`src/rtl/sprite_pkg.sv`:
```
// Shared constants and types for the sprite row fetch path and its neighbours
// (renderer, collision logic).
package sprite_pkg;
  localparam int NUM_SPRITES = 8;
  localparam int SPR_W       = 32;
  localparam int SPR_H       = 32;
  localparam int ROM_AW      = 13;
  localparam int H_TOTAL     = 800;
  localparam int V_TOTAL     = 525;
  localparam int SLOT_W      = $clog2(NUM_SPRITES);
  localparam int COL_W       = $clog2(SPR_W);

  typedef enum logic [2:0] {IDLE, SCAN, FETCH, DRAIN, DONE} fetch_state_t;
  typedef logic [SLOT_W-1:0] slot_idx_t;
  typedef logic [COL_W-1:0]  col_idx_t;
endpackage

```
`src/rtl/sprite_row_fetch_scheduler_if.sv`:
```
// Sprite ROM read port plus line-buffer write port, as seen by the fetch scheduler.
interface sprite_row_fetch_scheduler_if;
  import sprite_pkg::*;
  logic [ROM_AW-1:0] rom_address;
  logic [3:0]        rom_q;
  logic              wr_en;
  slot_idx_t         wr_slot;
  col_idx_t          wr_col;
  logic [3:0]        wr_idx;

  modport master (output rom_address, input rom_q,
                  output wr_en, wr_slot, wr_col, wr_idx);
  modport slave  (input rom_address, output rom_q,
                  input wr_en, wr_slot, wr_col, wr_idx);
endinterface

```
`src/rtl/sprite_row_hit.sv`:
```
// Does a sprite with top row sy cover scanline ny, and which of its rows is it.
module sprite_row_hit
  import sprite_pkg::*;
(
  input  logic [9:0] ny,
  input  logic [9:0] sy,
  input  logic       en,
  output logic       hit,
  output logic [9:0] row
);
  assign row = ny - sy;
  // ny >= sy guard keeps a wrapped difference from looking like a small row
  assign hit = en && (ny >= sy) && (row < 10'(SPR_H));
endmodule

```
`src/rtl/sprite_row_fetch_scheduler.sv`:
```
// Per-scanline sprite ROM sequencer: scans all slots against a snapshot of the
// game state and streams each hit slot's pixel row into the line buffer.
module sprite_row_fetch_scheduler
  import sprite_pkg::*;
(
  input  logic                          vga_clk,
  input  logic                          Reset,
  input  logic                          line_start,
  input  logic [9:0]                    next_y,
  input  logic [NUM_SPRITES-1:0]        sprite_en,
  input  logic [NUM_SPRITES*10-1:0]     sprite_y,
  input  logic [NUM_SPRITES*ROM_AW-1:0] sprite_base,
  sprite_row_fetch_scheduler_if.master  bus,
  output logic [NUM_SPRITES-1:0]        slot_hit,
  output logic                          busy,
  output logic                          done,
  output logic                          overrun
);
  fetch_state_t state;
  slot_idx_t    k;
  col_idx_t     col;

  logic [9:0]                         ny_q;
  logic [NUM_SPRITES-1:0]             en_q;
  logic [NUM_SPRITES-1:0][9:0]        sy_q;
  logic [NUM_SPRITES-1:0][ROM_AW-1:0] base_q;

  logic [NUM_SPRITES-1:0]      hit_v;
  logic [NUM_SPRITES-1:0][9:0] row_v;
  logic [ROM_AW-1:0]           row_base;
  logic                        last_slot;

  for (genvar s = 0; s < NUM_SPRITES; s++) begin : g_hit
    sprite_row_hit u_hit (
      .ny  (ny_q),
      .sy  (sy_q[s]),
      .en  (en_q[s]),
      .hit (hit_v[s]),
      .row (row_v[s])
    );
  end

  assign row_base    = base_q[k] + (ROM_AW'(row_v[k]) << COL_W);
  assign last_slot   = (k == slot_idx_t'(NUM_SPRITES - 1));
  assign bus.wr_idx  = bus.rom_q;

  always_ff @(posedge vga_clk) begin
    if (Reset) begin
      state           <= IDLE;
      k               <= '0;
      col             <= '0;
      ny_q            <= '0;
      en_q            <= '0;
      sy_q            <= '0;
      base_q          <= '0;
      bus.rom_address <= '0;
      bus.wr_en       <= 1'b0;
      bus.wr_slot     <= '0;
      bus.wr_col      <= '0;
      slot_hit        <= '0;
      busy            <= 1'b0;
      done            <= 1'b0;
      overrun         <= 1'b0;
    end else begin
      bus.wr_en <= 1'b0;
      done      <= 1'b0;
      if (line_start && state != IDLE) overrun <= 1'b1;

      case (state)
        IDLE: if (line_start) begin
          ny_q     <= next_y;
          en_q     <= sprite_en;
          sy_q     <= sprite_y;
          base_q   <= sprite_base;
          slot_hit <= '0;
          busy     <= 1'b1;
          k        <= '0;
          state    <= SCAN;
        end
        SCAN: begin
          if (hit_v[k]) begin
            slot_hit[k]     <= 1'b1;
            col             <= '0;
            bus.rom_address <= row_base;
            state           <= FETCH;
          end else if (last_slot) begin
            state <= DRAIN;
          end else begin
            k <= k + slot_idx_t'(1);
          end
        end
        FETCH: begin
          // write strobe trails the address by one cycle to line up with rom_q
          bus.wr_en   <= 1'b1;
          bus.wr_slot <= k;
          bus.wr_col  <= col;
          if (col == col_idx_t'(SPR_W - 1)) begin
            if (last_slot) state <= DRAIN;
            else begin
              k     <= k + slot_idx_t'(1);
              state <= SCAN;
            end
          end else begin
            col             <= col + col_idx_t'(1);
            bus.rom_address <= row_base + ROM_AW'(col) + ROM_AW'(1);
          end
        end
        DRAIN: begin
          busy  <= 1'b0;
          done  <= 1'b1;
          state <= DONE;
        end
        DONE:    state <= IDLE;
        default: state <= IDLE;
      endcase
    end
  end
endmodule

```
`src/flat_wrapper.sv`:
```
// flat-port wrapper written by rule: the top's interface ports become plain ports
module sprite_row_fetch_scheduler_flat import sprite_pkg::*;
  (vga_clk, Reset, line_start, next_y, sprite_en, sprite_y, sprite_base, slot_hit, busy, done, overrun, bus_rom_address, bus_rom_q, bus_wr_en, bus_wr_slot, bus_wr_col, bus_wr_idx);
  sprite_row_fetch_scheduler_if bus_i ();
  input  logic vga_clk;
  input  logic Reset;
  input  logic line_start;
  input  logic [9:0] next_y;
  input  logic [NUM_SPRITES-1:0] sprite_en;
  input  logic [NUM_SPRITES*10-1:0] sprite_y;
  input  logic [NUM_SPRITES*ROM_AW-1:0] sprite_base;
  output logic [NUM_SPRITES-1:0] slot_hit;
  output logic busy;
  output logic done;
  output logic overrun;
  output wire logic [$bits(bus_i.rom_address)-1:0] bus_rom_address;
  input wire logic [$bits(bus_i.rom_q)-1:0] bus_rom_q;
  output wire logic [$bits(bus_i.wr_en)-1:0] bus_wr_en;
  output wire logic [$bits(bus_i.wr_slot)-1:0] bus_wr_slot;
  output wire logic [$bits(bus_i.wr_col)-1:0] bus_wr_col;
  output wire logic [$bits(bus_i.wr_idx)-1:0] bus_wr_idx;
  assign bus_rom_address = bus_i.rom_address;
  assign bus_i.rom_q = bus_rom_q;
  assign bus_wr_en = bus_i.wr_en;
  assign bus_wr_slot = bus_i.wr_slot;
  assign bus_wr_col = bus_i.wr_col;
  assign bus_wr_idx = bus_i.wr_idx;
  sprite_row_fetch_scheduler u_core (.vga_clk(vga_clk), .Reset(Reset), .line_start(line_start), .next_y(next_y), .sprite_en(sprite_en), .sprite_y(sprite_y), .sprite_base(sprite_base), .bus(bus_i), .slot_hit(slot_hit), .busy(busy), .done(done), .overrun(overrun));
endmodule
```
`config.mk`:
```
export PLATFORM = sky130hd
export DESIGN_NAME = sprite_row_fetch_scheduler_flat
export DESIGN_NICKNAME = d
export VERILOG_FILES = /design/src/rtl/sprite_pkg.sv /design/src/rtl/sprite_row_fetch_scheduler_if.sv /design/src/rtl/sprite_row_hit.sv /design/src/rtl/sprite_row_fetch_scheduler.sv /design/src/flat_wrapper.sv
export SDC_FILE = /design/constraint.sdc
export NUM_CORES = 1
export LEC_CHECK = 0
export BUFFER_PORTS_ARGS = -buffer_cell sky130_fd_sc_hd__buf_2
export CAP_MARGIN = 20
export CORE_ASPECT_RATIO = 0.7
export CORE_MARGIN = 8
export CORE_UTILIZATION = 50
export DETAILED_ROUTE_END_ITERATION = 6
export GPL_TIMING_DRIVEN = 1
export PLACE_DENSITY = 0.83
export SLEW_MARGIN = 20
export SYNTH_ARGS = -nofsm -noshare
export SYNTH_HDL_FRONTEND = slang
export SYNTH_SLANG_ARGS = --single-unit
```
`constraint.sdc`:
```
create_clock -name vga_clk -period 5.1 [get_ports vga_clk]
set_input_delay 1.02 -clock vga_clk [delete_from_list [all_inputs] [get_ports vga_clk]]
set_output_delay 1.02 -clock vga_clk [all_outputs]
set_load 0.01 [all_outputs]
```
==> results.toml <==
[outcome]
outcome = "finished clean"

[synth]
ys_types = 79
yosysWarnings = 0
synthArstFlopShare = 0
synthCells = 1882
synth_nets = 2197
yosysTopAreaCell = "dfxtp_1"
synth_area_sq_um = 14300
synth_ff_type = "dfxtp_1"
synth_edf_count = 0
synth-seq-area-share = 0.343
ys_seq_elements = 246
synth_top_area_share = 0.343
synth.avg_cell_area_sq_um = 7.62
synthTopCellsByArea = "dfxtp_1 34%, nand2_1 13%, a21oi_1 9.3%"

[min_path]
hold_depth = 2
whs_endpoint = "u_core.sy_q[31]"
hold_path_class = "flip-flop to flip-flop"
worstHoldStart = "u_core.sy_q[31]"

[routing]
drt_iter0_drc = 1631
drt-total-wl_microns = 48700
ant_nets = 0
vias_per_cell = 5.89
first_pass_iters = 5
wl_per_cell_microns = 19.7
vias = 14500
drc = 0

[sta]
fin_tns_setup_ns = 0
period_minus_slack_ns = 4.60
setup_viol = 0
max_slew.worst_pin.slew_ns = 0.913
timing.final.ws_setup_ns = 0.504
hold_ws_ns = 0.456
fin_crit_sh = 0.901
relSlewSlack = 0.391
rsz0062_at_grt = "false"
slew_violations = 0
fin_worst_skew_ns = 0.0174
max_freq_ghz = 0.218
final-hold-violation-count = 0

[power]
seq_power_share = 0.358
comb_power_share = 0.310
max-vdd-ir-drop_uv = 239
intPower_mw = 3.97
static-leakage-power_nw = 7.06
p_total_mw = 6.02
clock_power_share = 0.332
p_sw_frac = 0.341
p_per_area_nw_per_um2 = 360
p_switching_mw = 2.05

[floorplan]
rows = 52
core_sq_um = 28600
die_area_sq_um = 34500
boundaryPins = 246
initial_core_util = 0.502
dieWidth_microns = 218
die_h_microns = 158

[grt]
grt_max_degree = 163
grt_overflow = 0
antenna_found_initial = 1
grtUsageTotal = 0.272
grt_pass1_wl_microns = 75300
grt_pass1_vias = 13800

[layout]
fin_util = 0.586
multi_input_area_sq_um = 8640
fin_cells = 2465
num-nets-final = 2384
seq_area_sq_um = 4920
n_fill_cell = 2596
syn_to_final_growth_pct = 16.7
mostFrequentLayoutCells = "482 x nand2_1, 266 x a21oi_1, 246 x dfxtp_1"
post-route-cell-area_sq_um = 16700
layout-drive-gt1-share = 0.165
final_common_cell = "nand2_1"
diodes = 0

[cts]
cts-root-buf = "clkbuf_16"
post-cts-setup-buffers = 0
htreeDepth = 1
cts_hold_buf = 0
clk_pin_slew_ns = 0.07
cts_resized = 0
cts_tree = "built"
clkSinkCount = 246
max-clock-path-buffers = 3
insertion_delay_ns = 0.56
cts_buffers = 24

[setup_path]
worstSetupPathDepth = 13
cp_slowest_stage_delay_ns = 0.92
cp_data_arrival_time_ns = 5.09
rr_startpoint = "u_core.k[2]"
slowest_stage = "dfxtp_1"
regToRegEndpoint = "u_core.bus.rom_address[11]"
ff2ff_setup_slack_ns = 0.50
critPathKind = "flip-flop to flip-flop"
cp-start-kind = "flip-flop"
path_buf_inv = 1
cp_common_cell = "a21o_1"
r2r_cells = 13
crit_fanout = 24
crit_required_ns = 5.60
cpLargestDelayFamily = "compound AO/OA/AOI/OAI gates"
cp-end-kind = "flip-flop"
path_cells = "nand3_1 > o22ai_1 > nor4_1 > buf_4 > ha_1 > a21o_1 > a21o_1 > a211o_1 > a211oi_1 > o211ai_1 > or3_1 > a21oi_1 > mux2_4"

[place]
pre_cts_ws_ns = 0.609
dp.cells = 2421
portBuffers = 237
place_congestion = 0.961
dpl_cell_area_sq_um = 15900
hpwlAfterDp_microns = 37200

[job]
maxCapViolCount = 0
metal layers:
metal	vias up	track usage	part of all wire
li1	6931	-	-
met1	6829	0.392	0.46
met2	677	0.410	0.43
met3	75	0.0546	0.094
met4	2	0.0651	0.022
met5	-	0	0.00023
tightest hold or removal path, stage by stage (launching register included):
cell and delay [ns]:
dfxtp_1 0.31, nand2_1 0.05, a21oi_1 0.05
layout make-up:
type,instances,share of cell area
multi-input cells,1432,0.516
flip-flops and latches,246,0.294
repair buffers,268,0.0866
clock buffers,30,0.0390
well taps,378,0.0283
inverters,97,0.0218
clock inverters,14,0.0138
sequential cells by signal, indices dropped and copies added (netlist names), 5 cells and up:
name and flops:
u_core.base_q 104, u_core.slot_hit 8, u_core.en_q 8, u_core.sy_q 80, u_core.ny_q 10, u_core.col 5
u_core.bus.rom_address 13, u_core.bus.wr_col 5
how the worst max path moves through the flow:
stage / start / endpoint / slack, ns
2_1_floorplan: u_core.k[1] / u_core.bus.rom_address[11] / 1.04
3_3_place_gp: u_core.k[2] / u_core.bus.rom_address[11] / 0.63
3_5_place_dp: u_core.k[2] / u_core.bus.rom_address[11] / 0.61
4_1_cts: u_core.k[2] / u_core.bus.rom_address[11] / 0.58
5_1_grt: u_core.k[2] / u_core.bus.rom_address[11] / 0.10
6_report: u_core.k[2] / u_core.bus.rom_address[11] / 0.50
power by group through the flow:
stage                     Combinational, mW  Sequential, mW  Clock, mW
after floorplan                        1.31            2.15          0
after global placement                 1.79            2.19          0
after detailed placement               1.81            2.19          0
after CTS                              1.83            2.15       2.01
after global routing                   2.04            2.16       2.10
final                                  1.87            2.15       2.00
logic make-up after synthesis:
kind of cell | Yosys count | share of synthesized area
AO/OA/AOI/OAI | 527 | 0.227
flip-flops | 246 | 0.343
buffers and inverters | 204 | 0.0556
XOR/XNOR | 61 | 0.0372
multiplexers | 24 | 0.0233
AND/OR/NAND/NOR | 714 | 0.216
adder cells (fa/ha/maj) | 106 | 0.0977
cell usage after synthesis (26+ instances only):
cell type and instances:
nor2_1 57, xor2_1 29, nor3_1 27, ha_1 96
inv_1 97, xnor2_1 32, nand3_1 26, o21ai_0 47
a21oi_1 266, dfxtp_1 246, o22ai_1 34, nand2_1 483
clkbuf_1 94, nor2b_1 29
Note: power is estimated with default switching activity, not from simulation.
